## src/rtl/timer_pkg.sv

```systemverilog
// rtl/timer_pkg.sv - shared state/mode encodings and sizing helper for timer blocks
package timer_pkg;

    typedef enum logic [1:0] {
        ST_IDLE    = 2'd0,
        ST_RUN     = 2'd1,
        ST_EXPIRED = 2'd2
    } timer_state_t;

    localparam logic MODE_ONESHOT  = 1'b0;
    localparam logic MODE_PERIODIC = 1'b1;

    // Prescaler counter width: clog2(PRESCALE), never below one bit.
    function automatic int unsigned prescale_width(input int unsigned prescale);
        return (prescale <= 2) ? 1 : $clog2(prescale);
    endfunction

endpackage

```

## src/rtl/tick_prescaler.sv

```systemverilog
// rtl/tick_prescaler.sv - divides enabled clock cycles into one Tick every PRESCALE cycles
// Ports: Clock, Reset (sync, active-low), Clear (zero the divider),
//        Enable (advance the divider), Tick (Enable on the last cycle of a period).
module tick_prescaler
    import timer_pkg::*;
#(
    parameter int unsigned PRESCALE = 1
) (
    input  logic Clock,
    input  logic Reset,
    input  logic Clear,
    input  logic Enable,
    output logic Tick
);

    generate
        if (PRESCALE == 1) begin : g_bypass
            // Every enabled cycle is a tick; the divider state is not needed.
            logic unused_inputs;
            assign unused_inputs = ^{Clock, Reset, Clear};
            assign Tick          = Enable;
        end else begin : g_divide
            localparam int unsigned PW = prescale_width(PRESCALE);
            localparam logic [PW-1:0] LAST = PW'(PRESCALE - 1);

            logic [PW-1:0] cnt_q;

            always_ff @(posedge Clock) begin
                if (!Reset) begin
                    cnt_q <= '0;
                end else if (Clear) begin
                    cnt_q <= '0;
                end else if (Enable) begin
                    cnt_q <= (cnt_q == LAST) ? '0 : cnt_q + PW'(1);
                end
            end

            assign Tick = Enable && (cnt_q == LAST);
        end
    endgenerate

endmodule

```

## src/rtl/interval_timer.sv

```systemverilog
// rtl/interval_timer.sv - programmable one-shot/periodic interval timer with prescaler
// Ports: Clock, Reset (sync, active-low), Enable (pause gate), Start (latch Limit/Mode
//        and run), Stop (abort to idle), Mode (0 one-shot, 1 periodic), Limit (terminal
//        count); Count, Running, Done (one-cycle pulse per terminal tick), Expired.
module interval_timer
    import timer_pkg::*;
#(
    parameter int unsigned WIDTH    = 11,
    parameter int unsigned PRESCALE = 1
) (
    input  logic             Clock,
    input  logic             Reset,
    input  logic             Enable,
    input  logic             Start,
    input  logic             Stop,
    input  logic             Mode,
    input  logic [WIDTH-1:0] Limit,
    output logic [WIDTH-1:0] Count,
    output logic             Running,
    output logic             Done,
    output logic             Expired
);

    timer_state_t     state_q;
    timer_state_t     state_d;
    logic [WIDTH-1:0] limit_q;
    logic             mode_q;
    logic             pre_clear;
    logic             pre_enable;
    logic             tick;
    logic             terminal;

    // Start/Stop own the edge they arrive on, so the divider is held off and
    // cleared then; this is what keeps a tick from landing on the Start edge.
    assign pre_clear  = Start || Stop;
    assign pre_enable = (state_q == ST_RUN) && Enable && !pre_clear;
    assign terminal   = tick && (Count == limit_q);

    tick_prescaler #(
        .PRESCALE(PRESCALE)
    ) u_prescaler (
        .Clock (Clock),
        .Reset (Reset),
        .Clear (pre_clear),
        .Enable(pre_enable),
        .Tick  (tick)
    );

    always_ff @(posedge Clock) begin
        if (!Reset) begin
            state_q <= ST_IDLE;
        end else begin
            state_q <= state_d;
        end
    end

    always_comb begin
        state_d = state_q;
        if (Stop) begin
            state_d = ST_IDLE;
        end else if (Start) begin
            state_d = ST_RUN;
        end else if (terminal && (mode_q == MODE_ONESHOT)) begin
            state_d = ST_EXPIRED;
        end
    end

    // Decoded straight from the state register, so both stay registered outputs.
    always_comb begin
        Running = (state_q == ST_RUN);
        Expired = (state_q == ST_EXPIRED);
    end

    always_ff @(posedge Clock) begin
        if (!Reset) begin
            Count   <= '0;
            limit_q <= '0;
            mode_q  <= MODE_ONESHOT;
            Done    <= 1'b0;
        end else begin
            // terminal already excludes Start/Stop cycles, so a restart suppresses Done.
            Done <= terminal;
            if (Stop) begin
                Count <= Count;
            end else if (Start) begin
                limit_q <= Limit;
                mode_q  <= Mode;
                Count   <= '0;
            end else if (tick) begin
                if (Count == limit_q) begin
                    Count <= (mode_q == MODE_PERIODIC) ? '0 : Count;
                end else begin
                    Count <= Count + WIDTH'(1);
                end
            end
        end
    end

endmodule

```

## config.mk

```make
export PLATFORM = sky130hd
export DESIGN_NAME = interval_timer
export DESIGN_NICKNAME = d
export VERILOG_FILES = /design/src/rtl/timer_pkg.sv /design/src/rtl/tick_prescaler.sv /design/src/rtl/interval_timer.sv
export SDC_FILE = /design/constraint.sdc
export NUM_CORES = 1
export LEC_CHECK = 0
export CAP_MARGIN = 40
export CORE_MARGIN = 3
export CORE_UTILIZATION = 53
export DETAILED_ROUTE_END_ITERATION = 8
export HOLD_SLACK_MARGIN = 0.02
export PLACE_DENSITY = 0.83
export REMOVE_ABC_BUFFERS = 1
export SETUP_SLACK_MARGIN = 0.1
export SYNTH_ARGS = -nofsm -noshare
export SYNTH_HDL_FRONTEND = slang
export SYNTH_SLANG_ARGS = --single-unit
```

## constraint.sdc

```tcl
create_clock -name Clock -period 5.5 [get_ports Clock]
set_input_delay 1.1 -clock Clock [delete_from_list [all_inputs] [get_ports Clock]]
set_output_delay 1.1 -clock Clock [all_outputs]
set_load 0.03 [all_outputs]
```

; After elaboration in Yosys (flattened, before gate mapping)
; Cells that the tools add are included.
[op_classes]
n_reduce_logical = 12
mux = 6
n_addsub = 1
eq_ne = 4
n_bitwise = 3
[ops]
columns = op, count
row1 = 11-bit two-way mux, 4
row2 = 11-bit by 1-bit adder with 11-bit output (second input constant), 1
row3 = 11-bit == test, 1
row4 = 1-bit logical AND, 4
row5 = 2-bit nonzero test, 2
row6 = 3-bit != test (second input constant), 1
row7 = 1-bit inverter, 3
row8 = 3-bit AND reduction, 1
row9 = 3-bit OR reduction, 1
row10 = 2-bit by 1-bit == test with 1-bit output (second input constant), 1
row11 = 2-bit == test (second input constant), 1
row12 = 1-bit two-way mux, 2
row13 = 2-bit AND reduction, 1
row14 = 2-bit OR reduction, 1
row15 = 1-bit zero test, 1
row16 = 1-bit logical OR, 1
[word_totals]
out_inout_bits = 14
reg_bits = 26
wordCells = 32
in_bits = 17

; Logic depth before layout (Yosys ltp)
; Gate-level depths: netlist (run 1).
[depth]
ltp_word = 7
mapped_depth = 7
depth_no_buf = 6

; Modules after synthesis
; From an unflattened synthesis (run 1), not the netlist that was laid out.
[hier_totals]
hier_cells = 160
area_unflattened_um2 = 1388.8
[modules_own_cells]
columns = module, area_per_inst_um2, seq_area_each_um2, instances, cells_per_inst
row1 = interval_timer, 1381.3, 520.5, 1, 159
row2 = tick_prescaler, 7.5, 0.0, 1, 1

; Worst setup path before layout (run 1)
; Ideal clock, no wire load.
[synth_path]
path_type = input to register
from = input port Start
to = register Count[10]
cell_stages = 4
required_time_ns = 5.426
setup_ns = 0.074
n_path_buf = 0
arrival_ns = 2.055
setup_slack_ns = 3.370
cell_sequence = nor2_1 > nand3_1 > or4b_1 > a31oi_1
[synth_between]
elab_chain_len = 5
word_cells_on_any_way = 7
cone_classes = 1 x eq/ne / 1 x mux / 5 x reduce/logical
[synth_lines]
columns = item, line
row1 = from (decl), interval_timer.sv:14  ; input logic Start,
row2 = 1-bit logical OR, interval_timer.sv:35  ; assign pre_clear = Start || Stop;
row3 = 1-bit zero test, interval_timer.sv:36  ; assign pre_enable = (state_q == ST_RUN) && Enable && !pre_clear;
row4 = 1-bit logical AND, interval_timer.sv:36
row5 = 2-bit nonzero test (no line), --
row6 = 3-bit AND reduction (no line), --
row7 = to (signal assigned), interval_timer.sv:84  ; Count <= Count;
row8 = to (signal assigned), interval_timer.sv:91  ; Count <= (mode_q == MODE_PERIODIC) ? '0 : Count;
row9 = to (signal assigned), interval_timer.sv:93  ; Count <= Count + WIDTH'(1);
row10 = to (decl), interval_timer.sv:18  ; output logic [WIDTH-1:0] Count,
; Several ways; a longest one is shown, not always the timed one.
; A chain may end at the register's enable or synchronous reset.

; Worst setup path after layout (run 1)
; Same ends and word-level chain as after synthesis.

==> results of run 1 <==
cell usage after synthesis (2+ instances only):
cell      count
nand2_1      35
dfxtp_1      26
a21oi_1      13
xor2_1       11
nand3_1       9
o211ai_1      9
a31oi_1       8
nor3_1        7
clkbuf_8      4
nand3b_1      4
nor2_1        4
clkbuf_1      3
inv_1         3
nand4_1       3
nand4b_1      3
and2_1        2
and3_2        2
nor4_1        2
o21ai_0       2
area by class of cell:
class	count	area [sq um]	share of cell area
sequential	26	520.5	0.3133
timing repair buffer	30	300.3	0.1807
tap	28	35.03	0.02108
multi-input combinational	128	758.2	0.4563
inverter	3	11.26	0.006777
clock buffer	4	36.28	0.02184
worst register-to-register path, cell delays in order, from the launching register on:
cell,delay (ns)
dfxtp_1,0.51
xor2_1,0.11
nor4_1,0.58
nand3_1,0.52
nor3_1,0.35
o21ai_0,0.15
cells in the final DEF, fill, tap and decap left out, drive strengths merged:
cell type,instances
a21oi,13
a31oi,9
and2,2
and2b,1
and3,4
and4b,1
clkbuf,4
clkdlybuf4s50,30
dfxtp,26
ha,1
inv,3
nand2,35
nand2b,1
nand3,10
nand3b,4
nand4,3
nand4b,3
nor2,4
nor2b,1
nor3,7
nor4,2
o211a,1
o211ai,9
o21ai,2
o221ai,1
o22ai,1
or3b,1
or4b,1
xor2,11
power by group through the flow:
| stage | Sequential [W] | Clock, W | Combinational [W] |
|---|---|---|---|
| floorplan | 0.000200 | 0 | 0.0000270 |
| global placement | 0.000200 | 0 | 0.0000480 |
| detailed placement | 0.000200 | 0 | 0.0000493 |
| CTS | 0.000196 | 0.0000980 | 0.0000494 |
| global route | 0.000197 | 0.000103 | 0.0000539 |
| finish | 0.000196 | 0.0000958 | 0.0000498 |
through the flow:
stage	instances	utilization
floorplan	157	-
global placement	215	0.7010
detailed placement	215	0.7010
CTS	219	0.7167
global route	219	0.7167
finish	219	0.7167
worst max-delay path by stage:
stage           from                      to  depth (start not counted)
6_report       Start  Count[10]$_SDFFE_PN0P_                          5
5_1_grt        Start  Count[10]$_SDFFE_PN0P_                          5
3_3_place_gp   Start  Count[10]$_SDFFE_PN0P_                          5
3_5_place_dp   Start  Count[10]$_SDFFE_PN0P_                          5
2_1_floorplan  Start  Count[10]$_SDFFE_PN0P_                          4
4_1_cts        Start  Count[10]$_SDFFE_PN0P_                          5
flip-flops by register name, indices dropped and copies added (netlist names):
name     count
state_q      2
limit_q     11
mode_q       1
Count       11
Done         1
cells by family (layout without fill, tap and decap cells):
group,Yosys count,in the layout,synth area share
flops,26,26,0.3813
xor+xnor,11,11,0.07058
simple gates,80,80,0.3071
fa+ha+maj,1,1,0.009164
compound gates,36,36,0.1687
buf+inv,12,37,0.06324
layer usage:
layer  vias up  global-route usage  share of wire
met4         0             0.09603          0.019
met2        60              0.3449           0.47
li1        645                   -              -
met3         6             0.03218          0.081
met5         -                   0              0
met1       602              0.2549           0.43
==> flow_metrics.env, run 1 <==
export IMPL_status="finished clean"
export IMPL_area_growth_pct=21.72
export IMPL_rows=17
export IMPL_dieArea_sq_um=3221
export IMPL_initial_core_util=0.5888
export IMPL_final_nets=210
export IMPL_start_kind="primary input"
export IMPL_wl_per_cell_um=14.35
export IMPL_synth_ff_type="dfxtp_1"
export IMPL_antenna_found_initial=0
export IMPL_die_w_um=56.75
export IMPL_drc=0
export IMPL_clock_sinks=26
export IMPL_total_power_w=0.0003417
export IMPL_clkTransAtPathRegs_ns=0.14
export IMPL_synth_avg_cell_area_sq_um=8.223
export IMPL_wirelength_mm=3.142
export IMPL_maxCapViolCount=0
export IMPL_maxSlewViolCount=0
export IMPL_synth_yosys_seq_area_share=0.3813
export IMPL_arrival_ns=3.05
export IMPL_rsz0062_at_grt="false"
export IMPL_num_io_pins=31
export IMPL_post_cts_buffers=0
export IMPL_cts_max_level=1
export IMPL_end_kind="flop"
export IMPL_worstReg2RegStart="Count[2]$_SDFFE_PN0P_"
export IMPL_hold_class="flop to flop"
export IMPL_root_buffer="clkbuf_4"
export IMPL_cellPowerDensity_nw_per_um2=205.7
export IMPL_intPower_w=0.0002532
export IMPL_setup_viol=0
export IMPL_ys_seq_elements=26
export IMPL_drt_first_iter_violations=44
export IMPL_drive_gt1_frac=0.05236
export IMPL_synth_top_cells_by_area="dfxtp_1 38%, nand2_1 9.6%, xor2_1 7.1%"
export IMPL_synth_edff_count=0
export IMPL_worst_path_dominant_cell_family="simple AND/OR/NAND/NOR gates"
export IMPL_worst_pin_slew_ns=0.8205
export IMPL_core_area_sq_um=2318
export IMPL_synth_top_area_frac=0.3813
export IMPL_critPathKind="primary input to flop"
export IMPL_finalCritPeriodShare=0.5074
export IMPL_via_count=1313
export IMPL_max_stage_delay_ns=0.67
export IMPL_clock_path_buffers=2
export IMPL_globalplace_congestion=0.8832
export IMPL_required_ns=5.76
export IMPL_drt_antenna_violating_nets=0
export IMPL_clockPowerShare=0.280
export IMPL_rrSetupSlack_ns=3.18
export IMPL_holdWs_ns=0.4756
export IMPL_swShare=0.2592
export IMPL_finish_instance_area_sq_um=1662
export IMPL_fin_worst_skew_ns=0.009396
export IMPL_synthArstFlopShare=0
export IMPL_combPwrFrac=0.146
export IMPL_dr_pass1_iters=4
export IMPL_antenna_cells=0
export IMPL_tns_ns=0
export IMPL_yosysUniqueCellTypes=35
export IMPL_power_leakage_nw=0.6163
export IMPL_cts_tree="done"
export IMPL_power_frac_seq=0.574
export IMPL_cts_hold_repair_buffers=0
export IMPL_grt_pass1_wl_mm=5.223
export IMPL_grt_max_degree=24
export IMPL_finalWorstSetupSlack_ns=2.709
export IMPL_hold_viol=0
export IMPL_grt_total_usage=0.2054
export IMPL_fillers=191
export IMPL_cts_resized=0
export IMPL_switchingPower_w=0.00008856
export IMPL_die_y_um=56.75
export IMPL_hp_start="limit_q[2]$_SDFFE_PN0P_"
export IMPL_crit_buf_inv=1
export IMPL_ir_worst_vdd_v=0.0001786
export IMPL_synth_area_leader_cell="dfxtp_1"
export IMPL_synth_area_sq_um=1365
export IMPL_clkLatencyLatePin_ns=0.32
export IMPL_dp_worst_setup_slack_ns=2.395
export IMPL_crit_chain="clkdlybuf4s50_1 > nor2_1 > nand3_1 > or4b_1 > a31oi_1"
export IMPL_r2r_cells=5
export IMPL_max_freq_mhz=358.3
export IMPL_via_per_inst=5.995
export IMPL_grt_remaining_overflow=0
export IMPL_crit_fanout=17
export IMPL_cts_made_buffers=3
export IMPL_port_buffers=30
export IMPL_worstReg2RegEnd="state_q[0]$_SDFFE_PP0P_"
export IMPL_dp_hpwl_mm=2.263
export IMPL_slowest_stage="or4b_1"
export IMPL_fin_crit_ns=2.791
export IMPL_yosys_warnings=0
export IMPL_placed_cell_area_sq_um=1625
export IMPL_worstHoldEndpoint="limit_q[2]$_SDFFE_PN0P_"
export IMPL_hold_depth=2
export IMPL_syn_inst=166
export IMPL_max_slew_margin_rel=0.4530
export IMPL_first_global_vias=1168
Note: power is estimated with default switching activity, not from simulation.
==> run 2, diff against run 1 <==
--- a/config.mk
+++ b/config.mk
@@ -7,10 +7,10 @@
 export LEC_CHECK = 0
 export CAP_MARGIN = 40
 export CORE_MARGIN = 3
-export CORE_UTILIZATION = 53
+export CORE_UTILIZATION = 44
 export DETAILED_ROUTE_END_ITERATION = 8
 export HOLD_SLACK_MARGIN = 0.02
-export PLACE_DENSITY = 0.83
+export PLACE_DENSITY = 0.73
 export REMOVE_ABC_BUFFERS = 1
 export SETUP_SLACK_MARGIN = 0.1
 export SYNTH_ARGS = -nofsm -noshare
==> constraint.sdc (replaced) <==
create_clock -name Clock -period 2.54 [get_ports Clock]
set_input_delay 0.508 -clock Clock [delete_from_list [all_inputs] [get_ports Clock]]
set_output_delay 0.508 -clock Clock [all_outputs]
set_load 0.03 [all_outputs]
==> run 2 against run 1 <==
Effect of this change:
- sequential share of layout area is 0.51 points lower
- total power is 110% higher
- critical path depth decreased by 4
- combinational power up 130%
- sequential power increased by 120%
- first-iteration DRC count rose by 95%
- register-to-register slack got worse by 2.8 ns
- largest power group unchanged
==> flow_metrics.env, run 2 (synthesized netlist as in run 1, its figures left out) <==
export IMPL_seq_area_sq_um=520.5
export IMPL_multiInputGateArea_sq_um=758.2
export IMPL_worst_path_dominant_cell_family="buffers and inverters"
export IMPL_die_w_um=61.70
export IMPL_rrSetupSlack_ns=0.41
export IMPL_hold_class="flop to flop"
export IMPL_globalplace_congestion=0.8550
export IMPL_root_buffer="clkbuf_4"
export IMPL_cts_tree="done"
export IMPL_rsz0062_at_grt="false"
export IMPL_max_slew_margin_rel=0.6683
export IMPL_drc=0
export IMPL_maxSlewViolCount=0
export IMPL_grt_pass1_wl_mm=5.326
export IMPL_critPathKind="flop to primary output"
export IMPL_start_kind="flop"
export IMPL_wirelength_mm=3.287
export IMPL_initial_core_util=0.4785
export IMPL_dr_pass1_iters=4
export IMPL_clock_path_buffers=2
export IMPL_hold_viol=0
export IMPL_core_area_sq_um=2853
export IMPL_antenna_found_initial=0
export IMPL_antenna_cells=0
export IMPL_crit_start="Count[5]$_SDFFE_PN0P_"
export IMPL_clkTransAtPathRegs_ns=0.14
export IMPL_fillers=274
export IMPL_finalCritPeriodShare=0.8366
export IMPL_maxCapViolCount=0
export IMPL_cts_hold_repair_buffers=0
export IMPL_fin_crit_ns=2.125
export IMPL_cts_made_buffers=3
export IMPL_grt_max_degree=17
export IMPL_arrival_ns=1.62
export IMPL_clock_sinks=26
export IMPL_slowest_stage="clkdlybuf4s50_1"
export IMPL_die_y_um=61.70
export IMPL_clkLatencyLatePin_ns=0.32
export IMPL_final_nets=215
export IMPL_dp_hpwl_mm=2.389
export IMPL_area_growth_pct=23.74
export IMPL_port_buffers=30
export IMPL_power_leakage_nw=0.6323
export IMPL_required_ns=2.03
export IMPL_num_io_pins=31
export IMPL_dieArea_sq_um=3807
export IMPL_cts_resized=0
export IMPL_total_power_w=0.0007200
export IMPL_tns_ns=0
export IMPL_grt_remaining_overflow=0
export IMPL_max_freq_mhz=470.6
export IMPL_worst_pin_slew_ns=0.4930
export IMPL_first_global_vias=1220
export IMPL_hp_start="limit_q[8]$_SDFFE_PN0P_"
export IMPL_reg_top3="Count (11), limit_q (11), state_q (2)"
export IMPL_drive_gt1_frac=0.07179
export IMPL_grt_total_usage=0.1840
export IMPL_cts_max_level=1
export IMPL_crit_fanout=9
export IMPL_via_count=1325
export IMPL_crit_chain="clkdlybuf4s50_1"
export IMPL_final_cell_mix="35 x nand2_1, 30 x clkdlybuf4s50_1, 26 x dfxtp_1"
export IMPL_wl_per_cell_um=14.54
export IMPL_crit_buf_inv=1
export IMPL_dp_worst_setup_slack_ns=0.4607
export IMPL_ir_worst_vdd_v=0.0002369
export IMPL_status="finished clean"
export IMPL_worstReg2RegStart="Count[0]$_SDFFE_PN0P_"
export IMPL_post_cts_buffers=0
export IMPL_via_per_inst=5.863
export IMPL_drt_first_iter_violations=86
export IMPL_cellPowerDensity_nw_per_um2=426.3
export IMPL_fin_worst_skew_ns=0.005878
export IMPL_final_common_cell="nand2_1"
export IMPL_finalWorstSetupSlack_ns=0.4149
export IMPL_setup_viol=0
export IMPL_drt_antenna_violating_nets=0
export IMPL_max_stage_delay_ns=0.74
export IMPL_final_util=0.5921
export IMPL_end_kind="primary output"
export IMPL_rows=19
==> run 2: changes by cell type in the layout (fill, tap and decap cells not counted) <==
cell,change
buf_4,+5
clkbuf_8,-1
==> run 2: stage by stage <==
step           instance area, sq um  std cells  hold WS, ns
3_3_place_gp                   1667        223       0.4597
5_1_grt                        1689        226       0.5055
3_5_place_dp                   1667        223       0.4622
6_report                       1689        226       0.4784
4_1_cts                        1689        226       0.4810
2_1_floorplan                  1290        157       0.4455
==> run 2: worst paths after layout <==
| kind | end | cells past startpoint |
|---|---|---|
| worst min register to register | limit_q[8]$_SDFFE_PN0P_ | 2 |
| worst max-delay path | Count[5] | 1 |
| worst min-delay path | limit_q[8]$_SDFFE_PN0P_ | 2 |
| worst max register to register | Count[10]$_SDFFE_PN0P_ | 6 |
==> run 2: worst reg2reg max path: cells and delay by family (launching register included) <==
kind / cells / cell delay, ns
flip-flops: 1 / 0.49
adder cells (fa/ha/maj): 1 / 0.24
AND/OR/NAND/NOR: 4 / 1.17
AO/OA/AOI/OAI: 1 / 0.16
==> run 2: per-layer routing <==
layer  track usage  routed length (um)  part of all wire
met5             0                   0                 0
met3       0.04132                 208             0.063
met2        0.3004                1541              0.47
met1        0.2383                1490              0.45
met4       0.06667                  46             0.014
==> run 2: area by class of cell <==
cell class,instances,area share
Tap cell,31,0.02296
Timing Repair Buffer,35,0.2000
Clock buffer,3,0.01333
Inverter,3,0.006667
Sequential cell,26,0.3081
Multi-Input combinational cell,128,0.4489
==> run 2: report_power, final <==
group	internal, W	switching (W)	total, W
clock	0.0000557	0.000124	0.000180
combinational	0.0000495	0.0000658	0.000115
sequential	0.000418	0.00000707	0.000425
total	0.000523	0.000197	0.000720
==> run 3, diff against run 2 <==
--- a/config.mk
+++ b/config.mk
@@ -7,10 +7,10 @@
 export LEC_CHECK = 0
 export CAP_MARGIN = 40
 export CORE_MARGIN = 3
-export CORE_UTILIZATION = 44
+export CORE_UTILIZATION = 49
 export DETAILED_ROUTE_END_ITERATION = 8
 export HOLD_SLACK_MARGIN = 0.02
-export PLACE_DENSITY = 0.73
+export PLACE_DENSITY = 0.77
 export REMOVE_ABC_BUFFERS = 1
 export SETUP_SLACK_MARGIN = 0.1
 export SYNTH_ARGS = -nofsm -noshare
==> constraint.sdc (replaced) <==
create_clock -name Clock -period 2 [get_ports Clock]
set_input_delay 0.4 -clock Clock [delete_from_list [all_inputs] [get_ports Clock]]
set_output_delay 0.4 -clock Clock [all_outputs]
set_load 0.03 [all_outputs]
==> run 3 against run 2 <==
Effect of this change:
- sequential share of layout area is 2.1 points lower
- worst hold slack barely moved
- worst setup slack worse by 0.28 ns
- clock power is 54% higher
- sequential cell count unchanged
- total power is 39% higher
- critical path depth grew 5
- first-iteration DRC count is 1.2% higher
- non-clock buffer count rose by 13
==> flow_metrics.env, run 3 (synthesized netlist as in run 1, its figures left out) <==
export IMPL_arrival_ns=2.13
export IMPL_grt_max_degree=18
export IMPL_drive_gt1_frac=0.1962
export IMPL_cts_made_buffers=3
export IMPL_intPower_w=0.0007268
export IMPL_rows=18
export IMPL_drt_first_iter_violations=87
export IMPL_port_buffers=30
export IMPL_crit_fanout=2
export IMPL_combPwrFrac=0.181
export IMPL_grt_pass1_wl_mm=5.747
export IMPL_final_nets=228
export IMPL_maxCapViolCount=0
export IMPL_antenna_cells=0
export IMPL_clock_path_buffers=2
export IMPL_clkLatencyLatePin_ns=0.34
export IMPL_worstReg2RegEnd="Count[10]$_SDFFE_PN0P_"
export IMPL_via_count=1419
export IMPL_reg_top3="Count (11), limit_q (11), state_q (2)"
export IMPL_grt_total_usage=0.2153
export IMPL_grt_remaining_overflow=0
export IMPL_dp_worst_setup_slack_ns=0.04691
export IMPL_worstHoldEndpoint="limit_q[6]$_SDFFE_PN0P_"
export IMPL_start_kind="flop"
export IMPL_max_slew_margin_rel=0.6926
export IMPL_finalCritPeriodShare=0.9301
export IMPL_required_ns=2.27
export IMPL_hold_viol=0
export IMPL_wirelength_mm=3.568
export IMPL_drc=0
export IMPL_multiInputGateArea_sq_um=805.8
export IMPL_hold_depth=2
export IMPL_status="finished clean"
export IMPL_r2r_cells=6
export IMPL_seq_area_sq_um=528.0
export IMPL_drt_antenna_violating_nets=0
export IMPL_dp_hpwl_mm=2.578
export IMPL_worst_pin_slew_ns=0.4612
export IMPL_max_freq_mhz=537.6
export IMPL_clkTransAtPathRegs_ns=0.15
export IMPL_dr_pass1_iters=4
export IMPL_final_util=0.7164
export IMPL_dieArea_sq_um=3455
export IMPL_globalplace_congestion=0.8400
export IMPL_setup_viol=0
export IMPL_hp_start="limit_q[6]$_SDFFE_PN0P_"
export IMPL_area_growth_pct=34.74
export IMPL_finalWorstSetupSlack_ns=0.1398
export IMPL_ir_worst_vdd_v=0.0006094
export IMPL_die_w_um=58.78
export IMPL_cts_max_level=1
export IMPL_fillers=203
export IMPL_core_area_sq_um=2567
export IMPL_power_frac_seq=0.540
export IMPL_switchingPower_w=0.0002718
export IMPL_hold_class="flop to flop"
export IMPL_fin_crit_ns=1.860
export IMPL_fin_worst_skew_ns=0.008711
export IMPL_critPathKind="flop to flop"
export IMPL_final_common_cell="nand2_1"
export IMPL_clockPowerShare=0.279
export IMPL_rsz0062_at_grt="true"
export IMPL_first_global_vias=1320
export IMPL_worstReg2RegStart="Count[0]$_SDFFE_PN0P_"
export IMPL_power_leakage_nw=0.7723
export IMPL_cellPowerDensity_nw_per_um2=542.9
export IMPL_cts_tree="done"
export IMPL_wl_per_cell_um=14.93
export IMPL_clock_sinks=26
export IMPL_end_kind="flop"
export IMPL_root_buffer="clkbuf_4"
export IMPL_via_per_inst=5.937
export IMPL_rrSetupSlack_ns=0.14
export IMPL_initial_core_util=0.5317
export IMPL_antenna_found_initial=0
export IMPL_tns_ns=0
export IMPL_die_y_um=58.78
export IMPL_final_cell_mix="35 x nand2_1, 20 x dfxtp_1, 18 x clkdlybuf4s50_1, 18 x buf_4, 13 x a21oi_1"
export IMPL_maxSlewViolCount=0
export IMPL_swShare=0.2722
export IMPL_num_io_pins=31
run 3: cell count changes in the layout (fill, tap and decap cells not counted), moves of 6 or more:
cell,delta
dfxtp_1,-6
dfxtp_2,+6
dlygate4sd2_1,+12
clkdlybuf4s50_1,-12
buf_4,+13
run 3: power by group through the flow:
stage | registers [W] | clock network [W] | logic (W)
6_report | 0.000539 | 0.000278 | 0.000181
3_5_place_dp | 0.000551 | 0 | 0.000166
3_3_place_gp | 0.000550 | 0 | 0.000162
5_1_grt | 0.000541 | 0.000296 | 0.000193
4_1_cts | 0.000539 | 0.000279 | 0.000173
2_1_floorplan | 0.000549 | 0 | 0.0000742
run 3: per-layer routing:
layer	wire, um	global-route usage	vias to the layer above
met5	0	0	-
met4	83	0.1197	0
met3	199	0.02632	11
met2	1704	0.3612	55
met1	1581	0.2648	669
li1	-	-	684
run 3: timing repair:
action,in CTS,in global routing
endpoints found under the setup margin,21,11
pin swaps,5,6
gates resized for setup,21,6
hold buffers,0,0
setup buffers,3,0
run 3: cell type report:
type / instances / share of cell area
multi-input cells: 128 / 0.4381
well taps: 30 / 0.02041
clock buffers: 4 / 0.01973
flip-flops and latches: 26 / 0.2871
inverters: 3 / 0.006122
repair buffers: 48 / 0.2286
run 3: worst max-delay path, stage by stage (launching register included):
cell     delay [ns]
dfxtp_2        0.38
ha_4           0.14
and3_4         0.19
nand3_2        0.06
or3b_4         0.38
or4b_1         0.47
a31oi_1        0.18
run 3: worst max-delay path by stage:
stage	startpoint	end	slack, ns
final	Count[0]$_SDFFE_PN0P_	Count[10]$_SDFFE_PN0P_	0.14
after global routing	Count[0]$_SDFFE_PN0P_	Count[10]$_SDFFE_PN0P_	0.08
after CTS	Count[1]$_SDFFE_PN0P_	Count[10]$_SDFFE_PN0P_	0.07
after detailed placement	Count[0]$_SDFFE_PN0P_	Count[10]$_SDFFE_PN0P_	0.05
after global placement	Count[0]$_SDFFE_PN0P_	Count[10]$_SDFFE_PN0P_	0.14
after floorplan	Count[0]$_SDFFE_PN0P_	Count[10]$_SDFFE_PN0P_	-0.13
run 3: through the flow:
stage               hold WS [ns]  instances  power [W]  cell area (sq um)
global placement          0.4577        232  0.0007117               1740
floorplan                 0.4455        157  0.0006236               1290
detailed placement        0.4582        232  0.0007167               1740
global route              0.5030        239   0.001030               1839
CTS                       0.4785        239  0.0009918               1819
finish                    0.4781        239  0.0009986               1839
